==> src/rtl/multicycle_controller_if.sv <==
// Control bundle between the multicycle controller and its datapath.
// illegalOp is present only when ILLEGAL_OP_TRAP_EN is defined.
interface multicycle_controller_if;
   logic [6:0] op;
   logic [2:0] funct3;
   logic       funct7b5;
   logic       zero;
   logic       pcWrite;
   logic       adrSrc;
   logic       memWrite;
   logic       irWrite;
   logic [1:0] resultSrc;
   logic [1:0] aluSrcA;
   logic [1:0] aluSrcB;
   logic [1:0] immSrc;
   logic       regWrite;
   logic [2:0] aluControl;
   logic [3:0] state;
`ifdef ILLEGAL_OP_TRAP_EN
   logic       illegalOp;
`endif

   // master: the controller; slave: the datapath side
   modport master (
      input  op, funct3, funct7b5, zero,
      output pcWrite, adrSrc, memWrite, irWrite, resultSrc, aluSrcA, aluSrcB,
             immSrc, regWrite, aluControl, state
`ifdef ILLEGAL_OP_TRAP_EN
      , output illegalOp
`endif
   );

   modport slave (
      output op, funct3, funct7b5, zero,
      input  pcWrite, adrSrc, memWrite, irWrite, resultSrc, aluSrcA, aluSrcB,
             immSrc, regWrite, aluControl, state
`ifdef ILLEGAL_OP_TRAP_EN
      , input illegalOp
`endif
   );
endinterface

==> src/rtl/multicycle_controller.sv <==
// Multicycle RISC-V controller FSM: lw/sw/R/I/beq/jal sequencing and ALU decode.
// Define ILLEGAL_OP_TRAP_EN to trap unlisted opcodes in a TRAP state (illegalOp=1).
module multicycle_controller (
   input logic                     clk,
   input logic                     reset,
   multicycle_controller_if.master bus
);

   typedef enum logic [3:0] {
      FETCH    = 4'd0,
      DECODE   = 4'd1,
      MEMADR   = 4'd2,
      MEMREAD  = 4'd3,
      MEMWB    = 4'd4,
      MEMWRITE = 4'd5,
      EXECUTER = 4'd6,
      EXECUTEI = 4'd7,
      ALUWB    = 4'd8,
      BEQ      = 4'd9,
      JAL      = 4'd10
`ifdef ILLEGAL_OP_TRAP_EN
      , TRAP   = 4'd15
`endif
   } state_t;

   localparam logic [6:0] OP_LW   = 7'b0000011;
   localparam logic [6:0] OP_SW   = 7'b0100011;
   localparam logic [6:0] OP_R    = 7'b0110011;
   localparam logic [6:0] OP_I    = 7'b0010011;
   localparam logic [6:0] OP_BEQ  = 7'b1100011;
   localparam logic [6:0] OP_JAL  = 7'b1101111;

   state_t     cur, nxt;
   logic       pc_update;
   logic       branch;
   logic [1:0] alu_op;

   always_ff @(posedge clk) begin
      if (reset) cur <= FETCH;
      else       cur <= nxt;
   end

   always_comb begin
      nxt = FETCH;
      case (cur)
         FETCH:    nxt = DECODE;
         DECODE: begin
            case (bus.op)
               OP_LW, OP_SW: nxt = MEMADR;
               OP_R:         nxt = EXECUTER;
               OP_I:         nxt = EXECUTEI;
               OP_BEQ:       nxt = BEQ;
               OP_JAL:       nxt = JAL;
`ifdef ILLEGAL_OP_TRAP_EN
               default:      nxt = TRAP;
`else
               default:      nxt = FETCH;
`endif
            endcase
         end
         MEMADR:   nxt = (bus.op == OP_LW) ? MEMREAD : MEMWRITE;
         MEMREAD:  nxt = MEMWB;
         EXECUTER: nxt = ALUWB;
         EXECUTEI: nxt = ALUWB;
         JAL:      nxt = ALUWB;
`ifdef ILLEGAL_OP_TRAP_EN
         TRAP:     nxt = TRAP;
`endif
         default:  nxt = FETCH;
      endcase
   end

   always_comb begin
      pc_update     = 1'b0;
      branch        = 1'b0;
      alu_op        = 2'b00;
      bus.adrSrc    = 1'b0;
      bus.memWrite  = 1'b0;
      bus.irWrite   = 1'b0;
      bus.resultSrc = 2'b00;
      bus.aluSrcA   = 2'b00;
      bus.aluSrcB   = 2'b00;
      bus.regWrite  = 1'b0;
`ifdef ILLEGAL_OP_TRAP_EN
      bus.illegalOp = 1'b0;
`endif
      case (cur)
         FETCH: begin
            bus.irWrite   = 1'b1;
            bus.aluSrcB   = 2'b10;
            bus.resultSrc = 2'b10;
            pc_update     = 1'b1;
         end
         DECODE: begin
            bus.aluSrcA = 2'b01;
            bus.aluSrcB = 2'b01;
         end
         MEMADR: begin
            bus.aluSrcA = 2'b10;
            bus.aluSrcB = 2'b01;
         end
         MEMREAD:  bus.adrSrc = 1'b1;
         MEMWB: begin
            bus.resultSrc = 2'b01;
            bus.regWrite  = 1'b1;
         end
         MEMWRITE: begin
            bus.adrSrc   = 1'b1;
            bus.memWrite = 1'b1;
         end
         EXECUTER: begin
            bus.aluSrcA = 2'b10;
            alu_op      = 2'b10;
         end
         EXECUTEI: begin
            bus.aluSrcA = 2'b10;
            bus.aluSrcB = 2'b01;
            alu_op      = 2'b10;
         end
         ALUWB:    bus.regWrite = 1'b1;
         BEQ: begin
            bus.aluSrcA = 2'b10;
            alu_op      = 2'b01;
            branch      = 1'b1;
         end
         JAL: begin
            bus.aluSrcA = 2'b01;
            bus.aluSrcB = 2'b10;
            pc_update   = 1'b1;
         end
`ifdef ILLEGAL_OP_TRAP_EN
         TRAP:     bus.illegalOp = 1'b1;
`endif
         default: ;
      endcase
   end

   assign bus.pcWrite = pc_update | (branch & bus.zero);
   assign bus.state   = cur;

   always_comb begin
      case (bus.op)
         OP_SW:   bus.immSrc = 2'b01;
         OP_BEQ:  bus.immSrc = 2'b10;
         OP_JAL:  bus.immSrc = 2'b11;
         default: bus.immSrc = 2'b00;
      endcase
   end

   // funct3=000 subtracts only for R-type (op[5]) with bit 30 set
   always_comb begin
      bus.aluControl = 3'b000;
      case (alu_op)
         2'b01: bus.aluControl = 3'b001;
         2'b10: begin
            case (bus.funct3)
               3'b000:  bus.aluControl = (bus.op[5] & bus.funct7b5) ? 3'b001 : 3'b000;
               3'b010:  bus.aluControl = 3'b101;
               3'b110:  bus.aluControl = 3'b011;
               3'b111:  bus.aluControl = 3'b010;
               default: bus.aluControl = 3'b000;
            endcase
         end
         default: bus.aluControl = 3'b000;
      endcase
   end

endmodule

==> src/flat_wrapper.sv <==
// flat-port wrapper written by rule: the top's interface ports become plain ports
module multicycle_controller_flat 
  (clk, reset, bus_op, bus_funct3, bus_funct7b5, bus_zero, bus_pcWrite, bus_adrSrc, bus_memWrite, bus_irWrite, bus_resultSrc, bus_aluSrcA, bus_aluSrcB, bus_immSrc, bus_regWrite, bus_aluControl, bus_state);
  multicycle_controller_if bus_i ();
  input logic clk;
  input logic reset;
  input wire logic [$bits(bus_i.op)-1:0] bus_op;
  input wire logic [$bits(bus_i.funct3)-1:0] bus_funct3;
  input wire logic [$bits(bus_i.funct7b5)-1:0] bus_funct7b5;
  input wire logic [$bits(bus_i.zero)-1:0] bus_zero;
  output wire logic [$bits(bus_i.pcWrite)-1:0] bus_pcWrite;
  output wire logic [$bits(bus_i.adrSrc)-1:0] bus_adrSrc;
  output wire logic [$bits(bus_i.memWrite)-1:0] bus_memWrite;
  output wire logic [$bits(bus_i.irWrite)-1:0] bus_irWrite;
  output wire logic [$bits(bus_i.resultSrc)-1:0] bus_resultSrc;
  output wire logic [$bits(bus_i.aluSrcA)-1:0] bus_aluSrcA;
  output wire logic [$bits(bus_i.aluSrcB)-1:0] bus_aluSrcB;
  output wire logic [$bits(bus_i.immSrc)-1:0] bus_immSrc;
  output wire logic [$bits(bus_i.regWrite)-1:0] bus_regWrite;
  output wire logic [$bits(bus_i.aluControl)-1:0] bus_aluControl;
  output wire logic [$bits(bus_i.state)-1:0] bus_state;
  assign bus_i.op = bus_op;
  assign bus_i.funct3 = bus_funct3;
  assign bus_i.funct7b5 = bus_funct7b5;
  assign bus_i.zero = bus_zero;
  assign bus_pcWrite = bus_i.pcWrite;
  assign bus_adrSrc = bus_i.adrSrc;
  assign bus_memWrite = bus_i.memWrite;
  assign bus_irWrite = bus_i.irWrite;
  assign bus_resultSrc = bus_i.resultSrc;
  assign bus_aluSrcA = bus_i.aluSrcA;
  assign bus_aluSrcB = bus_i.aluSrcB;
  assign bus_immSrc = bus_i.immSrc;
  assign bus_regWrite = bus_i.regWrite;
  assign bus_aluControl = bus_i.aluControl;
  assign bus_state = bus_i.state;
  multicycle_controller u_core (.clk(clk), .reset(reset), .bus(bus_i));
endmodule
==> config.mk <==
export PLATFORM = sky130hd
export DESIGN_NAME = multicycle_controller_flat
export DESIGN_NICKNAME = d
export VERILOG_FILES = /design/src/rtl/multicycle_controller_if.sv /design/src/rtl/multicycle_controller.sv /design/src/flat_wrapper.sv
export SDC_FILE = /design/constraint.sdc
export NUM_CORES = 1
export LEC_CHECK = 0
export ABC_AREA = 1
export BUFFER_PORTS_ARGS = -buffer_cell sky130_fd_sc_hd__clkbuf_2
export CAP_MARGIN = 30
export CORE_UTILIZATION = 37
export DETAILED_ROUTE_END_ITERATION = 8
export PLACE_DENSITY = 0.74
export SLEW_MARGIN = 20
export SYNTH_ARGS = -nofsm -noshare
export SYNTH_HDL_FRONTEND = slang
export SYNTH_SLANG_ARGS = --single-unit
==> constraint.sdc <==
create_clock -name clk -period 1.5 [get_ports clk]
set_clock_uncertainty 0.2 [all_clocks]
set_input_delay 0.3 -clock clk [delete_from_list [all_inputs] [get_ports clk]]
set_output_delay 0.3 -clock clk [all_outputs]
set_load 0.05 [all_outputs]
==> flow_summary.json, run 1 <==
{
  "status": "aborted with a tool error",
  "stop_stage": "4_1_cts",
  "error": "[ERROR DPL-0038] Utilization greater than 100%, impossible to legalize",
  "syn_avg_cell_area_sq_um": 5.330,
  "synth_area_leaders": "nand2_1 19%, inv_1 15%, dfxtp_1 15%",
  "cts_resized": 82,
  "die_y_um": 39.96,
  "clockBufferDepth": 2,
  "synth_warnings": 0,
  "cts.sinks": 4,
  "ys_types": 19,
  "clockRootBuffer": "clkbuf_4",
  "hpwl_um": 1408,
  "numCtsBuffers": 3,
  "ys_ff_latch": 4,
  "dp.cells": 175,
  "post-cts-setup-buffer-count": 11,
  "pin_count": 34,
  "place_congestion": 0.7521,
  "cts_hold_buf": 0,
  "place_area_sq_um": 1046,
  "synth_top_cell_area_share_pct": 19.01,
  "syn-num-nets": 116,
  "htreeDepth": 1,
  "die_x_um": 39.96,
  "syn_inst": 100,
  "synth_seq_area_share_pct": 15.02,
  "yosys.area.top_type": "nand2_1",
  "syn_area_sq_um": 533.0,
  "portBuffers": 33,
  "start_util_pct": 40.46,
  "num_rows": 13
}
-- Yosys cell counts --
cell type	instances
a21oi_1	5
o21ai_0	2
nor2_1	12
buf_4	1
inv_1	22
nand2_1	27
nand3_1	10
nor3_1	1
nand2_4	1
nand3_2	1
a21oi_2	1
nand2_2	3
and3_1	1
dfxtp_1	4
nor2_2	1
nor2_4	2
nand4_1	1
ha_1	2
inv_2	3
-- metrics by stage --
step           utilization, %  setup WS [ns]
3_5_place_dp            79.39        -0.3179
3_3_place_gp            79.39        -0.2984
2_1_floorplan               -        -0.4287
-- kinds of logic after synthesis --
family	after synthesis	synth area share, %
DFF	4	15.02
buffers and inverters	26	19.01
and+or+nand+nor	60	53.05
AOI/OAI and AO/OA	8	8.216
adders and majority gates	2	4.694
==> inputs of run 2 (changes only) <==
- CORE_AREA: not set -> 2 2 63 65
- CORE_UTILIZATION: 37 -> not set
- DIE_AREA: not set -> 0 0 65 67
- PLACE_DENSITY: 0.74 -> not set
- PLACE_DENSITY_LB_ADDON: not set -> 0.15
- clock period: 1.5 -> 2 ns (I/O delays scaled with it)
==> flow_summary.json, run 2 <==
{
  "status": "finished with violations",
  "violations": "setup timing",
  "crit_end": "bus_aluControl[2]",
  "finalCriticalPeriod_ns": 2.010,
  "grt_first_pass_wirelength_um": 2711,
  "crit_fanout": 4,
  "arrival_ns": 1.41,
  "max_freq_ghz": 0.4974,
  "fin_crit_sh_pct": 100.5,
  "portBuffers": 33,
  "synth_warnings": 0,
  "rsz0062_at_grt": "true",
  "layout_common_cells": "24 x nand2_1, 20 x clkbuf_2, 18 x inv_1",
  "met2_usage_pct": 14.95,
  "reg2reg_depth": 8,
  "synth_area_leaders": "nand2_1 19%, inv_1 15%, dfxtp_1 15%",
  "die_x_um": 65,
  "grt_max_degree": 7,
  "stdcell_count": 187,
  "synth_top_cell_area_share_pct": 19.01,
  "ys_ff_latch": 4,
  "start_kind": "flop",
  "hold_violations": 0,
  "grt_pass1_vias": 701,
  "place_congestion": 0.7211,
  "slew_viol_final": 0,
  "hpwl_um": 1401,
  "critPathKind": "flop to output port",
  "clockBufferDepth": 2,
  "drt_iter0_drc": 24,
  "gr-total-overflow": 0,
  "syn-num-nets": 116,
  "final-setup-viol-count": 1,
  "relSlewSlack_pct": 81.24,
  "grt_use_total_pct": 7.687,
  "clockRootBuffer": "clkbuf_8",
  "fillers": 402,
  "path_clk_slew_ns": 0.03,
  "ff2ff_setup_slack_ns": 0.69,
  "die_y_um": 67,
  "diodes": 0,
  "syn_inst": 100,
  "yosysMostFrequentCell": "nand2_1",
  "largest_reg_flops": 4,
  "synth_seq_area_share_pct": 15.02,
  "dp.cells": 180,
  "cts_tree": "yes",
  "cap_violations": 0,
  "core_sq_um": 3606,
  "worstSetupEndpointType": "output port",
  "finalPower_uw": 366.6,
  "ir_drop_mv": 0.1166,
  "antenna_found_initial": 0,
  "startpoint": "u_core.bus.state[1]",
  "p_per_area_nw_per_um2": 375.7,
  "die_area_sq_um": 4355,
  "fin_ws_ns": -0.01042,
  "drt_pass1_iterations": 4,
  "drt.antenna.violating_nets": 0,
  "grtUsageMet3_pct": 0.8446,
  "synth_flop_cell": "dfxtp_1",
  "grt_use_met1_pct": 8.652,
  "r2r-end": "u_core.bus.state[2]",
  "via_per_inst": 3.797,
  "tightestPinTransition_ns": 0.2827,
  "cts_hold_buf": 0,
  "final_layout_size_suffix_gt1_share_pct": 50.36,
  "insertion_delay_ns": 0.21,
  "async_flop_share_pct": 0,
  "critPathRequiredTime_ns": 1.40,
  "drt_wl_total_um": 1589,
  "ys_top_cells_by_count": "27 x nand2_1, 22 x inv_1, 12 x nor2_1, 10 x nand3_1, 5 x a21oi_1",
  "start_util_pct": 14.78,
  "r2r-start": "u_core.bus.state[3]",
  "htreeDepth": 1,
  "wire_per_inst_um": 8.497,
  "yosys.area.top_type": "nand2_1",
  "cts.sinks": 4,
  "syn_avg_cell_area_sq_um": 5.330,
  "drc_errors": 0,
  "pin_count": 34,
  "synth-edff-count": 0,
  "numCtsBuffers": 3,
  "busiest_layer": "met2",
  "layout_commonest_cell": "nand2_1",
  "p_leak_uw": 0.0005159,
  "syn_area_sq_um": 533.0,
  "num_vias": 710,
  "ys_types": 19,
  "layout.nets": 157,
  "syn_to_final_growth_pct": 83.10,
  "min_path_type": "primary input to flop",
  "num_rows": 22
}
run 2: cell counts after synthesis:
No cell type changed its count.
run 2: area by class of cell:
class / instances / area [sq um] / share of cell area (%)
repair buffers: 37 / 239.0 / 24.49
multi-input cells: 70 / 436.7 / 44.74
well taps: 48 / 60.06 / 6.154
flip-flops and latches: 4 / 95.09 / 9.744
inverters: 25 / 103.9 / 10.64
clock buffers: 3 / 41.29 / 4.231
run 2: kinds of logic after synthesis:
kind of cell / count (synthesis) / synth area share, %
adders and majority gates: 2 / 4.694
buffers and inverters: 26 / 19.01
AOI/OAI and AO/OA: 8 / 8.216
and+or+nand+nor: 60 / 53.05
DFF: 4 / 15.02
run 2: where the power goes:
part / total, uW / switching (uW) / internal, uW
Sequential: 82.4 / 4.04 / 78.4
Clock: 162 / 34.8 / 128
Combinational: 122 / 85.8 / 36.0
run 2: worst min path at each step:
stage,end,depth (start not counted),start
CTS,u_core.bus.state[0],2,reset
detailed placement,u_core.bus.state[0],2,reset
floorplan,u_core.bus.state[0],1,reset
global route,u_core.bus.state[0],2,reset
finish,u_core.bus.state[0],2,reset
global placement,u_core.bus.state[0],2,reset
run 2: metal layers:
metal / wire length, um / vias up
met3: 65 / 0
met2: 871 / 15
li1: - / 381
met5: 0 / -
met4: 0 / 0
met1: 652 / 314
run 2: repair_timing:
item,4_1_cts,5_1_grt
resized for setup,12,21
endpoints found under the setup margin,3,12
setup buffers,4,0
pin swaps,3,0
run 2: critical path: stages (launching register included):
cell     delay, ns
dfxtp_4       0.35
inv_4         0.04
nand2_4       0.08
inv_2         0.05
nand2_4       0.09
inv_4         0.04
ha_4          0.25
nor3_4        0.13
buf_8         0.16
run 2: per-stage QoR:
| stage | hold slack [ns] | utilization (%) | cell area (sq um) | setup TNS (ns) | setup slack, ns |
|---|---|---|---|---|---|
| floorplan | 0.2594 | - | 621.8 | -0.03047 | -0.03047 |
| global placement | 0.3875 | 23.28 | 839.6 | 0 | 0.04855 |
| detailed placement | 0.3928 | 23.28 | 839.6 | 0 | 0.03791 |
| CTS | 0.1732 | 26.41 | 952.2 | -0.03550 | -0.03550 |
| global route | 0.1850 | 27.06 | 975.9 | -0.1067 | -0.07548 |
| finish | 0.1715 | 27.06 | 975.9 | -0.01042 | -0.01042 |
(Power assumes the default switching activity.)
==> inputs of run 3 (changes only) <==
- SKIP_LAST_GASP: not set -> 1
==> flow_summary.json, run 3 (synthesized netlist as in run 2, its figures left out) <==
{
  "start_kind": "flop",
  "drt.antenna.violating_nets": 0,
  "clockRootBuffer": "clkbuf_8",
  "hold_violations": 0,
  "min_path_type": "primary input to flop",
  "grt_max_degree": 7,
  "drt_iter0_drc": 22,
  "die_x_um": 65,
  "finalCriticalPeriod_ns": 2.006,
  "r2r-end": "u_core.bus.state[1]",
  "numCtsBuffers": 3,
  "path_clk_slew_ns": 0.03,
  "core_sq_um": 3606,
  "status": "finished with violations",
  "crit_fanout": 4,
  "slew_viol_final": 0,
  "relSlewSlack_pct": 81.24,
  "grt_first_pass_wirelength_um": 2684,
  "critPathRequiredTime_ns": 1.40,
  "die_area_sq_um": 4355,
  "fillers": 397,
  "htreeDepth": 1,
  "drt_wl_total_um": 1619,
  "r2r-start": "u_core.bus.state[3]",
  "place_area_sq_um": 839.6,
  "crit_end": "bus_aluControl[2]",
  "cts_tree": "yes",
  "gr-total-overflow": 0,
  "holdWs_ns": 0.1715,
  "grt_use_met1_pct": 8.551,
  "tightestPinTransition_ns": 0.2827,
  "hpwl_um": 1401,
  "clockBufferDepth": 2,
  "reg2reg_depth": 6,
  "final-setup-viol-count": 1,
  "insertion_delay_ns": 0.21,
  "cap_violations": 0,
  "syn_to_final_growth_pct": 86.39,
  "p_per_area_nw_per_um2": 372.8,
  "fin_crit_sh_pct": 100.3,
  "diodes": 0,
  "cts_hold_buf": 0,
  "arrival_ns": 1.41,
  "layout.nets": 160,
  "met2_usage_pct": 14.69,
  "max_freq_ghz": 0.4984,
  "num_vias": 721,
  "drt_pass1_iterations": 4,
  "place_congestion": 0.7211,
  "grt_pass1_vias": 695,
  "p_leak_uw": 0.0005279,
  "start_util_pct": 14.78,
  "place_ws_ns": 0.03791,
  "grt_use_total_pct": 7.616,
  "ir_drop_mv": 0.1173,
  "ff2ff_setup_slack_ns": 0.66,
  "violations": "setup timing",
  "layout_common_cells": "24 x nand2_1, 22 x clkbuf_2, 18 x inv_1",
  "layout_commonest_cell": "nand2_1",
  "via_per_inst": 3.795,
  "num_rows": 22,
  "final_area_sq_um": 993.5,
  "setup-tns-final_ns": -0.006426,
  "pin_count": 34,
  "drc_errors": 0,
  "antenna_found_initial": 0,
  "grtUsageMet3_pct": 1.014,
  "rsz0062_at_grt": "true",
  "final_layout_size_suffix_gt1_share_pct": 50.70,
  "startpoint": "u_core.bus.state[2]",
  "portBuffers": 33,
  "critPathKind": "flop to output port",
  "busiest_layer": "met2",
  "worstSetupEndpointType": "output port",
  "largest_reg_flops": 4,
  "die_y_um": 67,
  "wire_per_inst_um": 8.521,
  "fin_ws_ns": -0.006426,
  "cts.sinks": 4
}
run 3: stage by stage:
step / utilization, % / total power, uW / std cells
6_report: 27.55 / 370.3 / 190
5_1_grt: 27.55 / 390.4 / 190
4_1_cts: 26.20 / 367.4 / 187
3_5_place_dp: 23.28 / 200.3 / 180
3_3_place_gp: 23.28 / 199.3 / 180
2_1_floorplan: - / 167.9 / 100
run 3: how the worst min path moves through the flow:
stage / depth (start not counted) / slack [ns] / from / to
after detailed placement: 2 / 0.39 / reset / u_core.bus.state[0]
after global placement: 2 / 0.39 / reset / u_core.bus.state[0]
final: 2 / 0.17 / reset / u_core.bus.state[0]
after floorplan: 1 / 0.26 / reset / u_core.bus.state[0]
after global routing: 2 / 0.18 / reset / u_core.bus.state[0]
after CTS: 2 / 0.17 / reset / u_core.bus.state[0]
run 3: critical path, cell delays in order (launching register included):
cell and delay [ns]:
dfxtp_4 0.37, inv_4 0.05, nand2_4 0.06, inv_2 0.04, nand2_4 0.08, inv_4 0.04, ha_4 0.25, nor3_4 0.13
buf_8 0.16
run 3: final cells by class:
type / count / area (sq um) / area share, %
Clock buffer: 3 / 41.29 / 4.156
Inverter: 25 / 103.9 / 10.45
Multi-Input combinational cell: 70 / 434.2 / 43.70
Sequential cell: 4 / 95.09 / 9.572
Tap cell: 48 / 60.06 / 6.045
Timing Repair Buffer: 40 / 259.0 / 26.07
run 3: timing repair:
item                       4_1_cts  5_1_grt
setup endpoints to repair        3       12
pin swaps                        3        1
buffers inserted                 4        3
resized for setup                9       22
hold endpoints to repair         0        0
run 3: metal layers:
| metal | vias to the layer above | wire length [um] |
|---|---|---|
| met2 | 15 | 879 |
| li1 | 386 | - |
| met3 | 0 | 76 |
| met5 | - | 0 |
| met1 | 320 | 663 |
| met4 | 0 | 0 |
run 3: where the power goes:
group          switching [uW]  total (uW)  internal [uW]  leakage (uW)
Sequential               4.14        82.5           78.4     0.0000355
Clock                    34.8         162            128     0.0000216
Combinational            86.8         125           38.6      0.000471
Total                     126         370            245      0.000528
==> inputs of run 4 (changes only) <==
- RECOVER_POWER: not set -> 100
==> flow_summary.json, run 4 (synthesized netlist as in run 2, its figures left out) <==
{
  "grt_max_degree": 7,
  "ir_drop_mv": 0.1172,
  "clkPwrFrac_pct": 44.2,
  "critPathRequiredTime_ns": 1.40,
  "cap_violations": 0,
  "grt_first_pass_wirelength_um": 2684,
  "arrival_ns": 1.41,
  "die_x_um": 65,
  "crit_fanout": 4,
  "p_leak_uw": 0.0005174,
  "largest_reg_flops": 4,
  "status": "finished with violations",
  "relSlewSlack_pct": 59.92,
  "grt_use_total_pct": 7.616,
  "crit_end": "bus_aluControl[2]",
  "reg2reg_depth": 6,
  "p_per_area_nw_per_um2": 374.9,
  "p_sw_uw": 124.7,
  "worstSetupEndpointType": "output port",
  "layout_common_cells": "24 x nand2_1, 19 x clkbuf_2, 18 x inv_1",
  "antenna_found_initial": 0,
  "htreeDepth": 1,
  "start_kind": "flop",
  "drt.antenna.violating_nets": 0,
  "cts.sinks": 4,
  "drt_wl_total_um": 1607,
  "fin_crit_sh_pct": 100.3,
  "pin_count": 34,
  "startpoint": "u_core.bus.state[2]",
  "place_congestion": 0.7211,
  "stdcell_count": 190,
  "final-setup-viol-count": 1,
  "dp.cells": 180,
  "r2r-end": "u_core.bus.state[1]",
  "numCtsBuffers": 3,
  "slew_viol_final": 0,
  "portBuffers": 33,
  "min_path_type": "primary input to flop",
  "die_y_um": 67,
  "path_clk_slew_ns": 0.03,
  "start_util_pct": 14.78,
  "core_sq_um": 3606,
  "switching_share_pct": 33.90,
  "syn_to_final_growth_pct": 84.04,
  "wire_per_inst_um": 8.458,
  "diodes": 0,
  "internal_power_uw": 243.1,
  "power_frac_seq_pct": 22.2,
  "clockRootBuffer": "clkbuf_8",
  "layout.nets": 160,
  "num_rows": 22,
  "grt_pass1_vias": 695,
  "clockBufferDepth": 2,
  "layout_commonest_cell": "nand2_1",
  "fin_ws_ns": -0.006232,
  "die_area_sq_um": 4355,
  "r2r-start": "u_core.bus.state[3]",
  "via_per_inst": 3.805,
  "violations": "setup timing",
  "final_layout_size_suffix_gt1_share_pct": 47.89,
  "max_freq_ghz": 0.4984,
  "cts_tree": "yes",
  "drc_errors": 0,
  "hpwl_um": 1401,
  "num_vias": 723,
  "finalPower_uw": 367.8,
  "tightestPinTransition_ns": 0.6038,
  "finalCriticalPeriod_ns": 2.006,
  "critPathKind": "flop to output port",
  "drt_iter0_drc": 23,
  "gr-total-overflow": 0,
  "place_ws_ns": 0.03791,
  "rsz0062_at_grt": "true",
  "insertion_delay_ns": 0.21,
  "hold_violations": 0,
  "fillers": 402,
  "combinationalPowerShare_pct": 33.6,
  "ff2ff_setup_slack_ns": 0.69,
  "drt_pass1_iterations": 4
}
-- run 4: cell count changes in the layout (fill, tap and decap cells not counted), sizes merged --
cell,before,now
buf,13,12
clkbuf,30,31
-- run 4: metrics by stage --
step / hold slack [ns] / TNS (ns) / cell area, sq um / util [%]
final: 0.1715 / -0.006232 / 980.9 / 27.20
after global routing: 0.1850 / -0.2448 / 980.9 / 27.20
after CTS: 0.1732 / -0.1041 / 944.7 / 26.20
after detailed placement: 0.3928 / 0 / 839.6 / 23.28
after global placement: 0.3875 / 0 / 839.6 / 23.28
after floorplan: 0.2594 / -0.03047 / 621.8 / -
-- run 4: power groups by stage --
stage | registers [uW] | logic (uW) | clock network, uW
final | 81.8 | 124 | 162
after global routing | 82.2 | 135 | 171
after CTS | 82.3 | 119 | 166
after detailed placement | 83.4 | 117 | 0
after global placement | 83.4 | 116 | 0
after floorplan | 89.1 | 78.7 | 0
-- run 4: repair_timing --
item | in CTS | in global routing
buffers inserted | 4 | 3
gates resized for setup | 9 | 22
gates cloned | 0 | 0
pin swaps | 3 | 1
hold buffers | 0 | 0
setup endpoints to repair | 3 | 12
-- run 4: how the worst min path moves through the flow --
stage	start	endpoint	slack, ns	depth (start not counted)
global route	reset	u_core.bus.state[0]	0.18	2
global placement	reset	u_core.bus.state[0]	0.39	2
finish	reset	u_core.bus.state[0]	0.17	2
detailed placement	reset	u_core.bus.state[0]	0.39	2
CTS	reset	u_core.bus.state[0]	0.17	2
floorplan	reset	u_core.bus.state[0]	0.26	1
-- run 4: worst max-delay path: stages (launching register included) --
cell and delay (ns):
dfxtp_4 0.37, inv_4 0.05, nand2_4 0.06, inv_2 0.04, nand2_4 0.08, inv_4 0.04, ha_4 0.25, nor3_4 0.13
buf_8 0.16
-- run 4: per-layer routing --
metal	GRT usage [%]	wire [um]	share of wire (%)
met5	0	0	0
met4	2.394	0	0
met3	1.014	74	4.6
met2	14.69	885	55
met1	8.551	647	40
-- run 4: final cells by class --
cell class | instances | area [sq um] | share of cell area [%]
multi-input combinational | 70 | 425.4 | 43.37
inverter | 25 | 103.9 | 10.59
clock buffer | 3 | 41.29 | 4.209
timing repair buffer | 40 | 255.2 | 26.02
sequential | 4 | 95.09 | 9.694
tap | 48 | 60.06 | 6.122
